[config.mk]
export PLATFORM = sky130hd
export DESIGN_NAME = prbs6_sat_cnt
export DESIGN_NICKNAME = d
export VERILOG_FILES = /design/src/rtl/prbs6_sat_cnt.sv
export SDC_FILE = /design/constraint.sdc
export NUM_CORES = 1
export LEC_CHECK = 0
export ABC_AREA = 0
export CELL_PAD_IN_SITES_DETAIL_PLACEMENT = 1
export CELL_PAD_IN_SITES_GLOBAL_PLACEMENT = 1
export CORE_AREA = 2 2 66 56
export DETAILED_ROUTE_END_ITERATION = 8
export DIE_AREA = 0 0 68 58
export PLACE_DENSITY = 0.64
export SYNTH_ARGS = -nofsm -noshare
export SYNTH_HDL_FRONTEND = slang
export SYNTH_SLANG_ARGS = --single-unit
[constraint.sdc]
create_clock -name clk -period 4.6 [get_ports clk]
set_input_delay 1.38 -clock clk [delete_from_list [all_inputs] [get_ports clk]]
set_output_delay 1.38 -clock clk [all_outputs]
set_load 0.05 [all_outputs]
[src/rtl/prbs6_sat_cnt.sv]
// Saturating up-counter with synchronous clear; clear beats increment.
module prbs6_sat_cnt #(
  parameter int CNT_W = 16
) (
  input  logic             clk,
  input  logic             reset_n,
  input  logic             inc,
  input  logic             clr,
  output logic [CNT_W-1:0] cnt
);

  always_ff @(posedge clk or negedge reset_n) begin
    if (!reset_n)                cnt <= '0;
    else if (clr)                cnt <= '0;
    else if (inc && (cnt != '1)) cnt <= cnt + 1'b1;
  end

endmodule

# After elaboration in Yosys (flattened, before gate mapping)
# Cells that the tools add are included.
[op_classes]
n_addsub = 1
eq_ne = 1
mux = 2
reduce_logical = 2
[op_table]
columns = ["op", "count"]
rows = [
  ["$mux 16", 2],
  ["$add 16x1->16 const B", 1],
  ["$ne 16x16->1 const B", 1],
  ["$reduce_bool 2->1", 1],
  ["$logic_and 1x1->1", 1],
]
[totals]
reg_bits = 16
in_bits = 4
out_inout_bits = 16
elab_cells = 7

# Depth between registers and ports, before layout
[depth]
ltp_word = 4
ltp_mapped = 6
depth_no_buf = 5

# Worst setup path after synthesis
# OpenSTA, ideal clock, no wires.
[synth_path]
kind = "in2reg"
startpoint = "in inc"
endpoint = "reg cnt[3]"
setup_ps = 78
arrival_time_ps = 2354
t_required_ps = 4522
slack_ps = 2168
cell_stages = 4
n_path_buf = 1
path_cell_list = "inv_1 > clkbuf_1 > or4_2 > a21oi_1"
[synth_via]
elab_chain_len = 2
[synth_lines]
columns = ["element", "line", "text"]
rows = [
  ["start: declaration", "7", "input logic inc,"],
  ["$logic_and 1x1->1", "15", "else if (inc && (cnt != '1)) cnt <= cnt + 1'b1;"],
  ["$reduce_bool 2->1 (no line)", "-", ""],
  ["end signal: assignment", "15", ""],
  ["end: declaration", "9", "output logic [CNT_W-1:0] cnt"],
]
# Every way passes these cells.
# A chain may end at the register's enable or synchronous reset.

# Worst setup path in the final report
[layout_path]
startpoint = "reg cnt[7]"
endpoint = "out cnt[7]"
# No word-level cell between the ends.

==> out/metrics.cfg <==
[grt]
grt_start_max_net_pins=23
overflow=0
grt_pass1_vias=859
grt_pass1_wl_um=4280
track_usage_pct=14.6
antenna_found_initial=0

[critical_path]
cp_num_cells=1
cp_cell_sequence=clkdlybuf4s50_1
slowest_stage=clkdlybuf4s50_1
crit_family=buffers and inverters
worst_setup_path_start_kind=flip-flop
crit_type=flip-flop to primary output
slowest_delay_ns=0.86
ff2ff_path_depth=5
required_ns=3.22
crit_fanout=8
path_buf_inv=1
arrival_ns=1.60
end_kind=primary output

[cts]
clockRootBuffer=clkbuf_8
insertion_delay_ns=0.25
postCtsSetupBuffers=0
holdBufCountCts=0
ctsResizeCount=0
cts_tree=yes
path_clk_slew_ns=0.06
cts_htree_levels=1
clockBufferDepth=2
numClockSinks=16
cts_inserted_buffers=3

[power_and_ir_drop]
cellLeakagePower_nw=0.459
ir_drop_v=0.000146
powerDensity_nw_per_um2=228

[status]
status=complete, no violations

[synth]
ys_types=28
synth_top_area_share_pct=42.5
mappedNetlistNets=103
synth_common_cells=16 x dfrtp_1, 11 x a21oi_1, 7 x o31ai_1
netlist_area_um2=942
yosysMostFrequentCell=dfrtp_1
avgSynthCellArea_um2=9.61
synth-async-reset-ratio_pct=100
synth_top_area_cell=dfrtp_1
synth-edff-count=0
synth-main-ff-cell=dfrtp_1
netlist_instances=98
ys_ff_latch=16
yosys_warnings=0
ys_seq_area_share_pct=42.5
synth_area_leaders=dfrtp_1 42%, a21oi_1 5.8%, o31ai_1 5.6%

[floorplan]
dieArea_um2=3940
pin_count=20
die_y_um=58
rows=19
fp.dieW_um=68
core_um2=3280
start_util_pct=28.7

[sta]
clock_skew_ns=0.00237
period_minus_slack_ns=2.98
relSlewSlack_pct=38.2
whs_ns=0.604
fin_crit_sh_pct=64.8
setup_viol=0
fmax_mhz=335
rsz0062_at_grt=false
finalHoldViolations=0
tns_ns=0
worstMarginPinSlew_ns=0.920
slew_viol_final=0

[finish]
antenna_cells=0
largest_register_ffs=16
finalNonFillerCells=157
fin_nets=122
final_util_pct=36.6
top_regs=cnt x16
largest-register=cnt
syn_to_final_growth_pct=27.4
drive_gt1_share_pct=10.4

[hold_path]
whs_path_depth=2
min_path_type=flip-flop to flip-flop

[drt]
drt_iter0_drc=34
ant_nets=0
wl_per_cell_um=15.9
num_vias=871
wl_um=2500
avgViaCountPerCell=5.55
dr.pass1.iters=4
drc=0

[placement]
numPortBuffers=19
dp_cells=154
hpwl_um=1730
gp_congestion=0.730

[flow_run]
max_cap_violations=0

-- where the power goes --
part           internal, mW  switching, mW  leakage [nW]
Combinational       0.00672         0.0157         0.215
Clock                0.0581         0.0491        0.0216
Sequential            0.142        0.00176         0.222
Total                 0.207         0.0666         0.459
-- logic make-up (layout without fill, tap and decap cells) --
family | after synthesis | after routing | share of synthesized area [%]
AO/OA/AOI/OAI | 24 | 24 | 16.2
adder cells (fa/ha/maj) | 1 | 1 | 1.33
buffers and inverters | 8 | 25 | 3.98
flip-flops | 16 | 16 | 42.5
multiplexers | 4 | 4 | 4.78
AND/OR/NAND/NOR | 45 | 45 | 31.2
-- cell type report --
| cell class | count | area (µm²) |
|---|---|---|
| inverter | 3 | 11.3 |
| tap | 42 | 52.6 |
| fill | 379 | 2080 |
| clock buffer | 3 | 41.3 |
| multi-input combinational | 74 | 504 |
| sequential | 16 | 400 |
| timing repair buffer | 19 | 190 |
-- worst paths after layout --
kind	endpoint	slack, ns	start
max	cnt[7]	1.62	cnt[7]
min	cnt[14]	0.60	cnt[14]
max reg2reg	cnt[15]	2.28	cnt[0]
min reg2reg	cnt[14]	0.60	cnt[14]
max in group asynchronous	cnt[4]	2.54	reset_n
min in group asynchronous	cnt[11]	1.58	reset_n
-- per-stage QoR --
| step | setup slack [ns] | power, mW | area [µm²] |
|---|---|---|---|
| floorplan | 2.17 | 0.159 | 942 |
| global placement | 1.49 | 0.169 | 1160 |
| detailed placement | 1.39 | 0.169 | 1160 |
| CTS | 1.61 | 0.279 | 1200 |
| global route | 1.56 | 0.287 | 1200 |
| finish | 1.62 | 0.273 | 1200 |
-- routing by layer --
metal / track usage [%] / routed length, µm / up-vias
li1: - / - / 420
met1: 20.4 / 1200 / 431
met4: 5.71 / 24 / 0
met3: 4.08 / 103 / 2
met5: 0 / 0 / -
met2: 21.4 / 1170 / 18
-- placed cells by master, fill, tap and decap left out --
| cell type | instances |
|---|---|
| a211oi_2 | 1 |
| a21oi_1 | 11 |
| and3_1 | 2 |
| and4_2 | 2 |
| clkbuf_8 | 3 |
| clkdlybuf4s50_1 | 19 |
| dfrtp_1 | 16 |
| ha_1 | 1 |
| inv_1 | 3 |
| mux2_1 | 4 |
| nand2_1 | 6 |
| nand3_1 | 3 |
| nand3b_1 | 1 |
| nand4_1 | 6 |
| nand4_2 | 1 |
| nor2_1 | 4 |
| nor2b_1 | 4 |
| nor3_1 | 1 |
| nor4_1 | 4 |
| nor4_4 | 1 |
| o211ai_2 | 1 |
| o21ai_0 | 1 |
| o21ai_1 | 3 |
| o31ai_1 | 7 |
| or3_1 | 2 |
| or3_2 | 1 |
| or4_1 | 5 |
| or4_2 | 2 |
Note: power is estimated with default switching activity, not from simulation.
